<file path="src/rtl/tone_osc_pkg.sv">
// tone_osc_pkg: shared constants and types for the tone oscillator bank.
//   CNT_W_DEF  - default period/high-time counter width (50 MHz down to 1 Hz)
//   MIN_PERIOD - shortest period that produces a waveform; shorter is silent
//   tone_cfg_t - {period, high} record at the default width
package tone_osc_pkg;

    localparam int CNT_W_DEF  = 26;
    localparam int MIN_PERIOD = 2;

    typedef struct packed {
        logic [CNT_W_DEF-1:0] period;
        logic [CNT_W_DEF-1:0] high;
    } tone_cfg_t;

endpackage

</file>
<file path="src/rtl/tone_osc_channel.sv">
// tone_osc_channel: one square/PWM voice.
// Holds the phase counter, active and shadow {period, high} registers and the
// pending flag. Shadow values move to active when the period wraps, when the
// channel is not running, or on a sync pulse.
// Ports:
//   clock, clr     - clock, async active-high reset
//   en             - run enable
//   sync           - hard sync: restart phase, no tick (tied low when unused)
//   wr_act         - load active regs now and restart phase
//   wr_sh          - load shadow regs and mark pending
//   wr_period/high - write data
//   pend           - shadow holds an uncommitted value
//   osc_out        - registered oscillator output
//   period_tick    - registered pulse marking the last output cycle of a period
module tone_osc_channel
    import tone_osc_pkg::*;
#(
    parameter int CNT_W = CNT_W_DEF
) (
    input  logic             clock,
    input  logic             clr,
    input  logic             en,
    input  logic             sync,
    input  logic             wr_act,
    input  logic             wr_sh,
    input  logic [CNT_W-1:0] wr_period,
    input  logic [CNT_W-1:0] wr_high,
    output logic             pend,
    output logic             osc_out,
    output logic             period_tick
);

    typedef struct packed {
        logic [CNT_W-1:0] period;
        logic [CNT_W-1:0] high;
    } cfg_t;

    cfg_t             act;
    cfg_t             sh;
    logic [CNT_W-1:0] cnt;
    logic [CNT_W-1:0] cnt_d;
    logic             run;
    logic             wrap;
    logic             restart;
    logic             commit;

    always_comb begin
        run     = en && (act.period >= CNT_W'(MIN_PERIOD));
        // >= rather than == so a stray count above the period still wraps
        wrap    = run && (cnt >= act.period - CNT_W'(1));
        restart = !run || sync || wrap;
        commit  = pend && restart;
        cnt_d   = cnt + CNT_W'(1);
        if (wr_act || restart)
            cnt_d = '0;
    end

    always_ff @(posedge clock or posedge clr) begin
        if (clr) begin
            cnt         <= '0;
            act         <= '0;
            sh          <= '0;
            pend        <= 1'b0;
            osc_out     <= 1'b0;
            period_tick <= 1'b0;
        end else begin
            cnt <= cnt_d;
            // a direct write wins over a commit landing on the same cycle
            if (wr_act) begin
                act.period <= wr_period;
                act.high   <= wr_high;
            end else if (commit) begin
                act  <= sh;
                pend <= 1'b0;
            end
            if (wr_sh) begin
                sh.period <= wr_period;
                sh.high   <= wr_high;
                pend      <= 1'b1;
            end
            // both outputs reflect the previous count, so the tick lines up
            // with the last output cycle of the period
            osc_out     <= run && (cnt < act.high);
            period_tick <= wrap && !sync;
        end
    end

endmodule

</file>
<file path="src/rtl/tone_osc_bank.sv">
// tone_osc_bank: CHANNELS independent programmable square/PWM oscillators.
// Optional build macro TONE_OSC_BANK_SYNC_EN adds sync_in (per-channel hard
// sync); without it the port is absent and sync is never asserted.
// Ports:
//   clock, clr          - clock, async active-high reset
//   wr_valid/wr_ready   - write handshake; ready is low while target is pending
//   wr_ch               - target channel; out-of-range writes are dropped
//   wr_period, wr_high  - period and high-time in clock cycles
//   wr_now              - 1: load active and restart; 0: commit at period end
//   ch_en               - per-channel run enable
//   sync_in             - (TONE_OSC_BANK_SYNC_EN only) hard-sync pulses
//   osc_out             - oscillator outputs
//   period_tick         - one pulse per period per channel
module tone_osc_bank
    import tone_osc_pkg::*;
#(
    parameter  int CHANNELS = 4,
    parameter  int CNT_W    = CNT_W_DEF,
    localparam int CH_W     = (CHANNELS > 1) ? $clog2(CHANNELS) : 1
) (
    input  logic                clock,
    input  logic                clr,
    input  logic                wr_valid,
    output logic                wr_ready,
    input  logic [CH_W-1:0]     wr_ch,
    input  logic [CNT_W-1:0]    wr_period,
    input  logic [CNT_W-1:0]    wr_high,
    input  logic                wr_now,
    input  logic [CHANNELS-1:0] ch_en,
`ifdef TONE_OSC_BANK_SYNC_EN
    input  logic [CHANNELS-1:0] sync_in,
`endif
    output logic [CHANNELS-1:0] osc_out,
    output logic [CHANNELS-1:0] period_tick
);

    localparam int PAD = 1 << CH_W;

    logic [CHANNELS-1:0] pend;
    logic [PAD-1:0]      pend_pad;
    logic [CHANNELS-1:0] sync_vec;
    logic                accept;

`ifdef TONE_OSC_BANK_SYNC_EN
    assign sync_vec = sync_in;
`else
    assign sync_vec = '0;
`endif

    // Padding makes out-of-range channels read as not pending, so they are
    // always ready; no channel decodes them, so the write is dropped.
    assign pend_pad = PAD'(pend);
    assign wr_ready = ~pend_pad[wr_ch];
    assign accept   = wr_valid && wr_ready;

    for (genvar i = 0; i < CHANNELS; i++) begin : g_ch
        logic sel;
        assign sel = accept && (wr_ch == CH_W'(i));

        tone_osc_channel #(.CNT_W(CNT_W)) u_ch (
            .clock       (clock),
            .clr         (clr),
            .en          (ch_en[i]),
            .sync        (sync_vec[i]),
            .wr_act      (sel && wr_now),
            .wr_sh       (sel && !wr_now),
            .wr_period   (wr_period),
            .wr_high     (wr_high),
            .pend        (pend[i]),
            .osc_out     (osc_out[i]),
            .period_tick (period_tick[i])
        );
    end

endmodule

</file>
<file path="config.mk">
export PLATFORM = sky130hd
export DESIGN_NAME = tone_osc_bank
export DESIGN_NICKNAME = d
export VERILOG_FILES = /design/src/rtl/tone_osc_pkg.sv /design/src/rtl/tone_osc_channel.sv /design/src/rtl/tone_osc_bank.sv
export SDC_FILE = /design/constraint.sdc
export NUM_CORES = 1
export LEC_CHECK = 0
export ABC_CLOCK_PERIOD_IN_PS = 38600
export CAP_MARGIN = 10
export CORE_MARGIN = 10
export CORE_UTILIZATION = 62
export DETAILED_ROUTE_END_ITERATION = 8
export PLACE_DENSITY = 0.82
export REMOVE_ABC_BUFFERS = 1
export SYNTH_ARGS = -nofsm -noshare
export SYNTH_HDL_FRONTEND = slang
export SYNTH_SLANG_ARGS = --single-unit
export TNS_END_PERCENT = 5
</file>
<file path="constraint.sdc">
create_clock -name clock -period 38.6 [get_ports clock]
set_input_delay 3.86 -clock clock [delete_from_list [all_inputs] [get_ports clock]]
set_output_delay 3.86 -clock clock [all_outputs]
set_load 0.05 [all_outputs]
</file>
**After elaboration in Yosys (flattened, before gate mapping)**

Cells that the tools add are included.
W data, S select, Z words.

- Flip-flop bits (word level): 532
- Input bits: 62
- Output and inout port bits: 9
- Word-level logic and storage cells: 142

- Add/sub/neg operators: 8
- Order comparisons: 13
- Equality and inequality tests: 7
- Muxes and demuxes: 26
- Bitwise logic cells: 1
- Reductions and logical operators: 55

Operators with widths:

| cell | count |
|---|---|
| $mux W52 | 8 |
| $add A26 B1 Y26 const B | 4 |
| $ge A26 B2 Y1 const B | 4 |
| $ge A26 B26 Y1 | 4 |
| $lt A26 B26 Y1 | 4 |
| $mux W26 | 4 |
| $sub A26 B1 Y26 const B | 4 |
| $logic_and A1 B1 Y1 | 29 |
| $reduce_bool A2 Y1 | 8 |
| $mux W1 | 13 |
| $logic_or A1 B1 Y1 | 8 |
| $ne A2 B2 Y1 const B | 4 |
| $reduce_and A2 Y1 | 4 |
| $logic_not A1 Y1 | 5 |
| $eq A2 B2 Y1 const B | 2 |
| $lt A2 B3 Y1 const B | 1 |
| $bmux W1 S2 | 1 |
| $eq A2 B1 Y1 const B | 1 |
| $logic_not A2 Y1 | 1 |
| $not A1 Y1 | 1 |

**Longest topological paths before layout**

- Depth after elaboration: 8
- Gate-level depth with buffers: 17
- Gate-level depth less buffers: 15

**Modules after synthesis**

Synthesis repeated with hierarchy kept, for this count alone.

- Cell total of the unflattened synthesis: 4,422
- Area total of the unflattened synthesis: 36,373.6 sq um

By module, submodules not included:

| module | instances | cells an instance | area each (sq um) | sequential area each (sq um) |
|---|---|---|---|---|
| tone_osc_channel at g_ch[0].u_ch ... | 3 | 1,097 | 9,029.9 | 3,328.2 |
| tone_osc_channel at g_ch[1].u_ch | 1 | 1,114 | 9,178.8 | 3,328.2 |
| tone_osc_bank | 1 | 17 | 105.1 | 0.0 |

**Least setup slack after synthesis**

No wires, ideal clock.

- Path kind: in2out
- From: in wr_ch[0]
- To: out wr_ready
- Arrival: 5.130 ns
- Data required time: 34.740 ns
- Path slack: 29.610 ns
- Stages on the path: 2
- Path buffers: 1
- Cells stage by stage: clkbuf_1 -> o21ai_0

- Word-level cells in the longest chain between the ends: 3

RTL lines:

| item | RTL line | source |
|---|---|---|
| from (decl) | tone_osc_bank.sv:25 | `input logic [CH_W-1:0] wr_ch,` |
| $bmux W1 S2 | tone_osc_bank.sv:53 | `assign wr_ready = ~pend_pad[wr_ch];` |
| $mux W1 (not written as such) | tone_osc_bank.sv:53 |  |
| $not A1 Y1 | tone_osc_bank.sv:53 |  |
| to (decl) | tone_osc_bank.sv:24 | `output logic wr_ready,` |

Every way passes these cells. The select of a mux whose other input is x is not followed.

**Worst setup path in the final report**

- From: in wr_ch[1]
- To: out wr_ready

Same word-level chain as after synthesis.

==> results.yml <==
cells_and_area:
  nNetsFinal: 3070
  post_route_cells_drive_above_1_share: 0.171
  multi_input_area_um2: 14900
  seq_area_um2: 13300
  syn_to_final_growth_pct: 10.2
  fillCellCount: 3331
critical_path:
  cp-start-kind: "input port"
  worst-path-buf-inv: 2
  critPathTopFamily: "buffers and inverters"
  r2r_start: "g_ch[2].u_ch.act[34]"
  cp_max_fo: 6
  cpMaxStageDelayCell: "clkdlybuf4s50_1"
  path_class: "in2out"
  rrSetupSlack_ns: 33.04
  reg2regPathDepth: 14
  end_kind: "primary output"
  timing.rr.end: "g_ch[2].u_ch.act[37]"
  required_ns: 34.74
  crit_path_max_incr_delay_ns: 0.83
  path_cells: "clkdlybuf4s50_1 -> nor2b_1 -> o21ai_0 -> o21ai_0 -> clkdlybuf4s50_1"
  worstPathArrival_ns: 5.71
detailed_routing:
  vias_per_cell: 6.50
  vias: 22375
  ant_nets: 0
  wl_per_cell_um: 22.7
  drt_wl_total_um: 78000
  dr.first_iter.drc_count: 2116
  drc: 0
  firstDrtPassIters: 5
hold_path:
  hp-class: "reg2reg"
  hold_end: "g_ch[1].u_ch.cnt[0]"
  worstHoldStart: "g_ch[1].u_ch.cnt[0]"
  whs_path_depth: 1
clock_tree:
  cts_tree: "built"
  postCtsSetupRepairBufs: 0
  post_cts_resized: 0
  cts.sinks: 532
  clk_pin_slew_worst_paths_ns: 0.06
  clock-root-buffer: "clkbuf_16"
  ctsHoldBuffers: 0
  clock_path_buffers: 3
  cts_made_buffers: 55
  clock_latency_ns: 0.62
  cts.htree.levels: 2
power_and_ir_drop:
  clkPwrFrac: 0.342
  powerDensity_nw_per_um2: 51.9
  swShare: 0.295
  power.leakage_nw: 14.1
  power.internal_mw: 1.18
  power_frac_seq: 0.449
  p_comb_frac: 0.209
  p_sw_mw: 0.494
  ir_drop_v: 0.0000419
die:
  die_area_um2: 56400
  coreArea_um2: 46700
  die_h_um: 237
  initial_core_util: 0.629
  rows: 79
  ioPinCount: 71
  die_w_um: 237
placed_design:
  port-buffer-count: 70
  gp_congestion: 0.880
  dp_hpwl_um: 50700
timing:
  worstMarginPinSlew_ns: 1.18
  hold_viol: 0
  period_share: 0.248
  final.setup.tns_ns: 0
  period_needed_ns: 9.57
  max_slew_margin: 0.209
  setup-violations-final: 0
  drv_slew: 0
  max_freq_mhz: 104
  finalClockSkew_ns: 0.0119
  rsz0062_at_grt: "false"
  holdWs_ns: 0.483
synthesis:
  synth_edf_count: 0
  synthCells: 2785
  synth.avg_cell_area_um2: 10.5
  ys_seq_area_frac: 0.454
  synth-main-ff-cell: "dfrtp_1"
  synthArstFlopShare: 1.00
  ys_warn_count: 0
  yosysUniqueCellTypes: 62
  ys_ff_latch: 532
  synth_area_um2: 29300
grt:
  antenna_found_initial: 4
  grt_use_total: 0.274
  grt_max_degree: 115
  grt_pass1_vias: 22949
  gr-total-overflow: 0
  grt_pass1_wl_um: 123000
run:
  maxCapViolCount: 0
run_status:
  status: "complete, no violations"
registers in the layout (all words and copies together), names as in the netlist:
name,flops
g_ch.u_ch.act,208
g_ch.u_ch.cnt,104
g_ch.u_ch.osc_out,4
g_ch.u_ch.pend,4
g_ch.u_ch.period_tick,4
g_ch.u_ch.sh,208
power by group through the flow:
stage	Sequential [mW]	Clock, mW	Combinational (mW)
floorplan	0.735	0	0.258
global placement	0.750	0	0.322
detailed placement	0.758	0	0.345
CTS	0.750	0.578	0.350
global route	0.765	0.599	0.391
finish	0.752	0.574	0.350
cells in the mapped netlist (all sizes together), types with 4 or more instances:
library cell	number	area [um^2]
a21oi	112	561
o31a	4	35.0
and2	6	37.5
a31oi	31	209
xnor2	95	832
nor2	231	867
nor2b	12	75.1
nor3b	4	30.0
o221a	104	1170
a21boi	4	30.0
xor2	94	823
mux2	208	2340
clkbuf	99	372
nor4	23	144
nand3	67	335
o311ai	55	482
o211ai	85	638
a21o	32	240
o21ai	34	174
or4	14	113
o31ai	4	35.0
a211oi	9	67.6
nand3b	4	30.0
or2	54	338
inv	128	480
or3	17	111
ha	216	2700
and3	24	150
mux2i	25	250
nand2b	13	81.3
nand4	38	238
and4	14	123
nor3	96	480
dfrtp	532	13300
o21a	9	67.6
buf	45	293
nand2	217	815
placed cells by master (no fill, tap or decap), types with 9 or more instances in the layout:
master,synthesis,final
a211oi_1,9,9
a21o_1,32,32
a21oi_1,112,112
a31oi_1,30,30
and3_1,24,24
and4_1,14,14
buf_4,13,23
bufinv_16,0,9
clkbuf_1,99,12
clkbuf_16,0,55
clkbuf_8,0,14
clkdlybuf4s50_1,0,70
dfrtp_1,532,531
ha_1,216,216
inv_1,127,126
mux2_2,208,208
mux2i_1,25,25
nand2_1,217,213
nand2b_1,13,13
nand3_1,67,64
nand4_1,38,38
nor2_1,231,229
nor2b_1,12,11
nor3_1,96,96
nor4_1,23,23
o211ai_1,85,85
o21a_1,9,9
o21ai_0,33,33
o221a_1,10,10
o221a_2,94,94
o311ai_0,52,52
or2_2,54,54
or3_1,16,16
or4_1,12,12
xnor2_1,95,95
xor2_1,94,94
per-layer routing:
metal	share of wire	wire, um	GRT usage
met4	0.060	4700	0.156
met2	0.46	35700	0.436
met1	0.41	31800	0.354
met5	0	0	0
met3	0.075	5820	0.0399
area by class of cell:
type,count,area share
diodes,1,0.0000774
clock buffers,81,0.0500
clock inverters,16,0.00956
inverters,128,0.0151
multi-input cells,1981,0.462
flip-flops and latches,532,0.412
well taps,607,0.0235
repair buffers,94,0.0275
logic make-up after synthesis:
| group | share of synthesized area |
|---|---|
| and+or+nand+nor | 0.136 |
| DFF | 0.454 |
| AOI/OAI and AO/OA | 0.134 |
| buffers and inverters | 0.0390 |
| muxes | 0.0884 |
| adders and majority gates | 0.0922 |
| xor gates and xnor gates | 0.0564 |
how the worst max path moves through the flow:
| stage | startpoint | end | slack (ns) | depth (start not counted) |
|---|---|---|---|---|
| after detailed placement | wr_ch[1] | wr_ready | 29.06 | 5 |
| after global placement | wr_ch[1] | wr_ready | 29.02 | 5 |
| after global routing | wr_ch[1] | wr_ready | 28.88 | 5 |
| after CTS | wr_ch[1] | wr_ready | 29.05 | 5 |
| final | wr_ch[1] | wr_ready | 29.03 | 5 |
| after floorplan | clr | g_ch[0].u_ch.act[0] | 19.87 | 1 |
worst reg2reg max path, delay by kind of cell (launching register included):
family / cells / cell delay (ns)
flops: 1 / 0.45
compound gates: 3 / 1.10
buf+inv: 1 / 0.67
xor+xnor: 1 / 0.11
fa+ha+maj: 1 / 0.30
simple gates: 7 / 2.37
mux: 1 / 0.38
through the flow:
| stage | total power [mW] | area [um^2] | setup WS [ns] | cells | util |
|---|---|---|---|---|---|
| 3_3_place_gp | 1.07 | 30400 | 29.02 | 3341 | 0.651 |
| 2_1_floorplan | 0.993 | 28700 | 19.87 | 2641 | - |
| 4_1_cts | 1.68 | 32300 | 29.05 | 3438 | 0.692 |
| 3_5_place_dp | 1.10 | 30400 | 29.06 | 3341 | 0.651 |
| 5_1_grt | 1.76 | 32300 | 28.88 | 3439 | 0.693 |
| 6_report | 1.68 | 32300 | 29.03 | 3440 | 0.693 |
No activity file was read; power rests on OpenSTA's default activity.
